<file path="config.mk">
export PLATFORM = sky130hd
export DESIGN_NAME = spart_rx_fifo
export DESIGN_NICKNAME = d
export VERILOG_FILES = /design/src/rtl/spart_rx_fifo.sv
export SDC_FILE = /design/constraint.sdc
export NUM_CORES = 1
export LEC_CHECK = 0
export BUFFER_PORTS_ARGS = -buffer_cell sky130_fd_sc_hd__buf_2
export CAP_MARGIN = 20
export CORE_UTILIZATION = 57
export CTS_BUF_LIST = sky130_fd_sc_hd__clkbuf_8
export DETAILED_ROUTE_END_ITERATION = 6
export HOLD_SLACK_MARGIN = 0.03
export PLACE_DENSITY = 0.85
export SYNTH_ARGS = -nofsm -noshare
export SYNTH_HDL_FRONTEND = slang
export SYNTH_SLANG_ARGS = --single-unit
</file>
<file path="constraint.sdc">
create_clock -name clk -period 3.15 [get_ports clk]
set_clock_uncertainty 0.2 [all_clocks]
set_input_delay 0.63 -clock clk [delete_from_list [all_inputs] [get_ports clk]]
set_output_delay 0.63 -clock clk [all_outputs]
set_load 0.02 [all_outputs]
</file>
<file path="src/rtl/spart_rx_fifo.sv">
// spart_rx_fifo: serial receiver with a programmable baud-tick generator, a configurable
// frame format (DATA_BITS data bits, optional parity, one stop bit) and a
// first-word-fall-through receive FIFO with sticky error flags.
//
// Ports:
//   clk        system clock, all state on the rising edge
//   rst        synchronous active-low reset
//   rxd        asynchronous serial input, idle high
//   div_wr     load div_data into the divisor and reload the tick counter
//   div_data   new divisor; tick period is divisor+1 clocks
//   rd_en      pop the head word (ignored when empty)
//   rd_data    head word, zero-extended to 8 bits; 0 when empty
//   rda        FIFO not empty
//   count      number of words held
//   frame_err  sticky: stop bit sampled low
//   parity_err sticky: parity mismatch
//   overrun    sticky: word dropped because the FIFO was full
//   err_clr    clear the three sticky flags (a same-cycle set event wins)

module spart_rx_fifo #(
    parameter int unsigned DATA_BITS  = 8,
    parameter int unsigned OVERSAMPLE = 16,
    parameter int unsigned FIFO_DEPTH = 16,
    parameter int unsigned DIV_WIDTH  = 16,
    parameter int unsigned DIV_RESET  = 325,
    parameter int unsigned PARITY_EN  = 0,
    parameter int unsigned PARITY_ODD = 0
) (
    input  logic                          clk,
    input  logic                          rst,
    input  logic                          rxd,
    input  logic                          div_wr,
    input  logic [DIV_WIDTH-1:0]          div_data,
    input  logic                          rd_en,
    output logic [7:0]                    rd_data,
    output logic                          rda,
    output logic [$clog2(FIFO_DEPTH):0]   count,
    output logic                          frame_err,
    output logic                          parity_err,
    output logic                          overrun,
    input  logic                          err_clr
);

    localparam int unsigned AW = $clog2(FIFO_DEPTH);
    localparam int unsigned SW = $clog2(OVERSAMPLE);
    localparam logic [SW-1:0] SMID  = SW'(OVERSAMPLE / 2 - 1);
    localparam logic [SW-1:0] SLAST = SW'(OVERSAMPLE - 1);
    localparam logic [2:0]    BLAST = 3'(DATA_BITS - 1);
    localparam logic [AW:0]   FULL  = (AW + 1)'(FIFO_DEPTH);
    localparam logic          ODD   = (PARITY_ODD != 0);

    typedef enum logic [2:0] {StIdle, StStart, StData, StParity, StStop, StBrk} state_e;

    // ---------------------------------------------------------------- synchronizer
    logic rx_meta_q, rxs_q;

    always_ff @(posedge clk) begin
        if (!rst) begin
            rx_meta_q <= 1'b1;
            rxs_q     <= 1'b1;
        end else begin
            rx_meta_q <= rxd;
            rxs_q     <= rx_meta_q;
        end
    end

    // ---------------------------------------------------------------- tick generator
    logic [DIV_WIDTH-1:0] div_q, tcnt_q;
    logic                 tick;

    assign tick = (tcnt_q == '0);

    always_ff @(posedge clk) begin
        if (!rst) begin
            div_q  <= DIV_WIDTH'(DIV_RESET);
            tcnt_q <= '0;
        end else if (div_wr) begin
            div_q  <= div_data;
            tcnt_q <= div_data;
        end else if (tick) begin
            tcnt_q <= div_q;
        end else begin
            tcnt_q <= tcnt_q - 1'b1;
        end
    end

    // ---------------------------------------------------------------- receive FSM
    state_e               state_q, state_d;
    logic [SW-1:0]        scnt_q, scnt_d;
    logic [2:0]           bidx_q, bidx_d;
    logic [DATA_BITS-1:0] shreg_q, shreg_d;
    logic                 par_bad_q, par_bad_d;
    logic                 push, frame_set, parity_set;

    always_ff @(posedge clk) begin
        if (!rst) begin
            state_q   <= StIdle;
            scnt_q    <= '0;
            bidx_q    <= '0;
            shreg_q   <= '0;
            par_bad_q <= 1'b0;
        end else begin
            state_q   <= state_d;
            scnt_q    <= scnt_d;
            bidx_q    <= bidx_d;
            shreg_q   <= shreg_d;
            par_bad_q <= par_bad_d;
        end
    end

    always_comb begin
        state_d    = state_q;
        scnt_d     = scnt_q;
        bidx_d     = bidx_q;
        shreg_d    = shreg_q;
        par_bad_d  = par_bad_q;
        push       = 1'b0;
        frame_set  = 1'b0;
        parity_set = 1'b0;

        unique case (state_q)
            StIdle: begin
                if (tick && !rxs_q) begin
                    state_d = StStart;
                    scnt_d  = '0;
                end
            end
            StStart: begin
                if (tick) begin
                    // Half a bit in: a high line means the falling edge was noise.
                    if (scnt_q == SMID) begin
                        if (rxs_q) begin
                            state_d = StIdle;
                        end else begin
                            state_d   = StData;
                            scnt_d    = '0;
                            bidx_d    = '0;
                            par_bad_d = 1'b0;
                        end
                    end else begin
                        scnt_d = scnt_q + 1'b1;
                    end
                end
            end
            StData: begin
                if (tick) begin
                    if (scnt_q == SLAST) begin
                        scnt_d  = '0;
                        shreg_d = {rxs_q, shreg_q[DATA_BITS-1:1]};
                        bidx_d  = bidx_q + 3'd1;
                        if (bidx_q == BLAST) begin
                            state_d = (PARITY_EN != 0) ? StParity : StStop;
                        end
                    end else begin
                        scnt_d = scnt_q + 1'b1;
                    end
                end
            end
            StParity: begin
                if (tick) begin
                    if (scnt_q == SLAST) begin
                        scnt_d    = '0;
                        par_bad_d = ((^shreg_q) ^ rxs_q) != ODD;
                        state_d   = StStop;
                    end else begin
                        scnt_d = scnt_q + 1'b1;
                    end
                end
            end
            StStop: begin
                if (tick) begin
                    if (scnt_q == SLAST) begin
                        scnt_d = '0;
                        if (!rxs_q) begin
                            frame_set = 1'b1;
                            state_d   = StBrk;
                        end else begin
                            if (par_bad_q) parity_set = 1'b1;
                            else           push       = 1'b1;
                            state_d = StIdle;
                        end
                    end else begin
                        scnt_d = scnt_q + 1'b1;
                    end
                end
            end
            StBrk: begin
                // Hold off until the line returns high so a break cannot retrigger.
                if (rxs_q) state_d = StIdle;
            end
            default: state_d = StIdle;
        endcase
    end

    // ---------------------------------------------------------------- FIFO
    logic [DATA_BITS-1:0] mem_q [FIFO_DEPTH];
    logic [AW-1:0]        wptr_q, rptr_q;
    logic [AW:0]          cnt_q;
    logic                 pop, full, wr, drop;

    assign pop  = rd_en && (cnt_q != '0);
    assign full = (cnt_q == FULL);
    // A simultaneous pop frees the slot, so a full FIFO still accepts the word.
    assign wr   = push && (!full || pop);
    assign drop = push && full && !pop;

    always_ff @(posedge clk) begin
        if (wr) mem_q[wptr_q] <= shreg_q;
    end

    always_ff @(posedge clk) begin
        if (!rst) begin
            wptr_q <= '0;
            rptr_q <= '0;
            cnt_q  <= '0;
        end else begin
            if (wr)  wptr_q <= wptr_q + 1'b1;
            if (pop) rptr_q <= rptr_q + 1'b1;
            unique case ({wr, pop})
                2'b10:   cnt_q <= cnt_q + 1'b1;
                2'b01:   cnt_q <= cnt_q - 1'b1;
                default: cnt_q <= cnt_q;
            endcase
        end
    end

    always_comb begin
        rd_data = '0;
        if (cnt_q != '0) rd_data[DATA_BITS-1:0] = mem_q[rptr_q];
    end

    assign rda   = (cnt_q != '0);
    assign count = cnt_q;

    // ---------------------------------------------------------------- sticky flags
    always_ff @(posedge clk) begin
        if (!rst) begin
            frame_err  <= 1'b0;
            parity_err <= 1'b0;
            overrun    <= 1'b0;
        end else begin
            frame_err  <= (frame_err  & ~err_clr) | frame_set;
            parity_err <= (parity_err & ~err_clr) | parity_set;
            overrun    <= (overrun    & ~err_clr) | drop;
        end
    end

endmodule

</file>
==> metrics.yaml <==
yosys:
  yosysWarningCount: 0
  avgSynthCellArea_um2: 13.5
  synth_edf_count: 128
  synth.distinct_cells: 64
  synth_area_mm2: 0.00872
  synth-async-reset-ratio_pct: 0
  syn-num-nets: 683
  ys.flop_type: "edfxtp_1"
  ys_ff_latch: 201
  synthCells: 648
  yosysSeqAreaShare_pct: 60.8
cts:
  cts_tree: "built"
  h-tree-depth: 1
  clk_path_buf_depth: 3
  path_clk_slew_ns: 0.06
  cts.sinks: 201
  cts_root_buf: "clkbuf_8"
  numCtsBuffers: 31
  clock_latency_ns: 0.57
setup_path:
  crit_path_end: "rd_data[0]"
  crit_fanout: 5
  required_ns: 2.32
  crit_path_frequent_cell: "mux4_2"
  critPathArrivalTime_ns: 2.55
  r2r_cells: 14
  setup.worst_path.start_class: "flip-flop"
  r2r_setup_slack_ns: 0.09
  end_kind: "primary output"
  rr_endpoint: "count[4]$_SDFFE_PN0P_"
  r2r_start: "tcnt_q[0]$_SDFF_PN0_"
  path_cells: "buf_12 -> buf_4 -> mux4_2 -> mux4_2 -> nor2b_1 -> buf_2"
  critPathSlowestCell: "mux4_2"
  criticalPathCategory: "flip-flop to primary output"
  slowest_delay_ns: 0.55
power:
  p_sw_mw: 1.16
  power_frac_clock_pct: 39.3
  netSwitchingFraction_pct: 22.8
  power.internal_mw: 3.94
  peakVddDrop_uv: 312
  cellLeakagePower_nw: 3.74
  combPwrFrac_pct: 5.1
  power_density_mw_per_mm2: 504
  seqPwrFrac_pct: 55.5
  finalPower_mw: 5.10
detailed_routing:
  postRouteWirelength_mm: 19.2
  num_vias: 5675
  drc: 0
  drtIter0Drc: 421
  wl_per_cell_um: 20.4
  ant_nets: 0
  dr.pass1.iters: 5
  vias_per_cell: 6.01
timing:
  slew_headroom_pct: 46.5
  fmax_mhz: 296
  finalCritPeriodShare_pct: 107
  tightest_slew_ns: 0.802
  drv_slew: 0
  final_hold_viol_count: 0
  setup_violations: 8
  finalSetupTns_ns: -1.42
  rsz0062_at_grt: "true"
  period_needed_ns: 3.38
  finalWorstSetupSlack_ns: -0.232
final_layout:
  drive_gt1_share_pct: 25.5
  fin_nets: 771
  areaGrowthSynthToFinish_pct: 16.0
  final_cell_count_no_fill: 945
  final_area_mm2: 0.0101
  antennaDiodeCount: 0
placement:
  dp.final_hpwl_mm: 12.4
  gp_congestion: 0.866
  port_buffers: 38
  place_inst: 878
  dpl_cell_area_mm2: 0.00931
global_route:
  grt_max_degree: 47
  antenna_found_initial: 0
  track_usage_pct: 24.7
  grt_overflow: 0
  grt_pass1_wl_mm: 30.2
  grt_pass1_vias: 5700
status:
  violations: "negative setup slack"
  status: "complete, but fails checks"
job:
  drv_cap: 0
die:
  fp.dieArea_mm2: 0.0158
  die_width_um: 126
  start_util_pct: 59.1
  fp.dieH_um: 126
  ios: 39
  rows: 44
  core_area_mm2: 0.0148
hold_path:
  hold_path.class: "input pin to flip-flop"
## area by class of cell
class | instances | area [um2]
clock inverter | 22 | 92.6
multi-input combinational | 397 | 3230
clock buffer | 36 | 495
tap | 184 | 230
inverter | 17 | 63.8
timing repair buffer | 88 | 698
fill | 1014 | 4630
sequential | 201 | 5310
## cells in the final DEF, fill, tap and decap left out, types with 6 or more instances in the layout
| cell type | Yosys | layout |
|---|---|---|
| nand2_1 | 43 | 43 |
| or3_1 | 8 | 8 |
| xnor2_1 | 13 | 13 |
| a21oi_1 | 21 | 20 |
| buf_2 | 1 | 36 |
| clkbuf_8 | 3 | 36 |
| inv_1 | 16 | 29 |
| mux2i_1 | 30 | 30 |
| dfxtp_1 | 73 | 70 |
| nand2b_1 | 11 | 11 |
| nand3_1 | 21 | 21 |
| nand4_1 | 6 | 6 |
| nor2_1 | 56 | 56 |
| xor2_1 | 9 | 9 |
| edfxtp_1 | 128 | 128 |
| buf_4 | 0 | 40 |
| nor2b_1 | 14 | 12 |
| o21ai_0 | 24 | 24 |
| nor3_1 | 15 | 15 |
| o211ai_1 | 7 | 7 |
| ha_1 | 12 | 11 |
| clkinv_1 | 0 | 6 |
| mux4_2 | 40 | 40 |
## kinds of logic (layout without fill, tap and decap cells)
| family | count (synthesis) | count (layout) | synth area share, % |
|---|---|---|---|
| AO/OA/AOI/OAI | 84 | 84 | 6.05 |
| buffers and inverters | 50 | 163 | 2.68 |
| XOR/XNOR | 23 | 23 | 2.47 |
| multiplexers | 70 | 70 | 13.8 |
| AND/OR/NAND/NOR | 207 | 207 | 12.3 |
| adder cells (fa/ha/maj) | 13 | 13 | 1.95 |
| flip-flops | 201 | 201 | 60.8 |
## how the worst min path moves through the flow
| stage | cells past startpoint | endpoint | from | slack (ns) |
|---|---|---|---|---|
| final | 2 | rx_meta_q$_SDFF_PN1_ | rxd | 0.07 |
| after floorplan | 1 | rxs_q$_SDFF_PN1_ | rx_meta_q$_SDFF_PN1_ | 0.19 |
| after global placement | 1 | rxs_q$_SDFF_PN1_ | rx_meta_q$_SDFF_PN1_ | 0.20 |
| after global routing | 2 | rx_meta_q$_SDFF_PN1_ | rxd | 0.06 |
| after detailed placement | 1 | rxs_q$_SDFF_PN1_ | rx_meta_q$_SDFF_PN1_ | 0.21 |
| after CTS | 2 | rx_meta_q$_SDFF_PN1_ | rxd | 0.05 |
## layer usage
layer | GRT usage [%] | routed length [um] | vias up | part of all wire, %
met2 | 45.6 | 10300 | 220 | 54
li1 | - | - | 2623 | -
met5 | 0 | 0 | - | 0
met3 | 3.87 | 1050 | 50 | 5.5
met4 | 7.68 | 641 | 0 | 3.3
met1 | 29.7 | 7230 | 2782 | 38
## cell usage after synthesis, drive strengths merged, types with 6 or more instances
library cell	number	area [um2]
a21oi	21	105
buf	8	46.3
clkbuf	25	124
dfxtp	73	1460
edfxtp	128	3840
ha	12	150
inv	17	63.8
mux2i	30	300
mux4	40	901
nand2	44	173
nand2b	11	68.8
nand3	21	105
nand4	6	37.5
nor2	56	210
nor2b	14	87.6
nor3	15	75.1
nor4	7	58.8
o211ai	7	52.6
o21ai	25	125
or3	9	57.6
xnor2	13	114
xor2	9	78.8
## registers in the layout (all words and copies together), names as in the netlist, 3 cells and up, named ones only
register  flops
bidx_q        3
tcnt_q       16
rptr_q        4
wptr_q        4
div_q        16
shreg_q       8
scnt_q        4
count         5
state_q       3
mem_q       128
## critical path, delay by kind of cell (launching register included)
kind	cells	cell delay, ns
flip-flops	1	0.37
AND/OR/NAND/NOR	1	0.16
multiplexers	2	1.04
buffers and inverters	3	0.44
## power groups by stage
| stage | Combinational, mW | Clock, mW | Sequential, mW |
|---|---|---|---|
| 3_5_place_dp | 0.253 | 0 | 2.89 |
| 2_1_floorplan | 0.188 | 0 | 2.88 |
| 3_3_place_gp | 0.246 | 0 | 2.89 |
| 6_report | 0.262 | 2.01 | 2.83 |
| 4_1_cts | 0.260 | 2.04 | 2.83 |
| 5_1_grt | 0.291 | 2.17 | 2.83 |
## metrics by stage
step           hold WS [ns]  util (%)  worst slack, ns
3_5_place_dp          0.209      63.1         -0.00720
5_1_grt              0.0576      68.6           -0.291
3_3_place_gp          0.196      63.1            0.164
6_report             0.0654      68.6           -0.232
4_1_cts              0.0509      67.4           -0.230
2_1_floorplan         0.186         -           0.0115
## timing repair
action | 4_1_cts | 5_1_grt
cloned | 1 | 2
endpoints found under the setup margin | 9 | 17
hold buffers | 0 | 0
pin swaps | 0 | 3
resized for setup | 4 | 19
endpoints found under the hold margin | 0 | 0
setup buffers | 1 | 5
No activity file was read; power rests on OpenSTA's default activity.
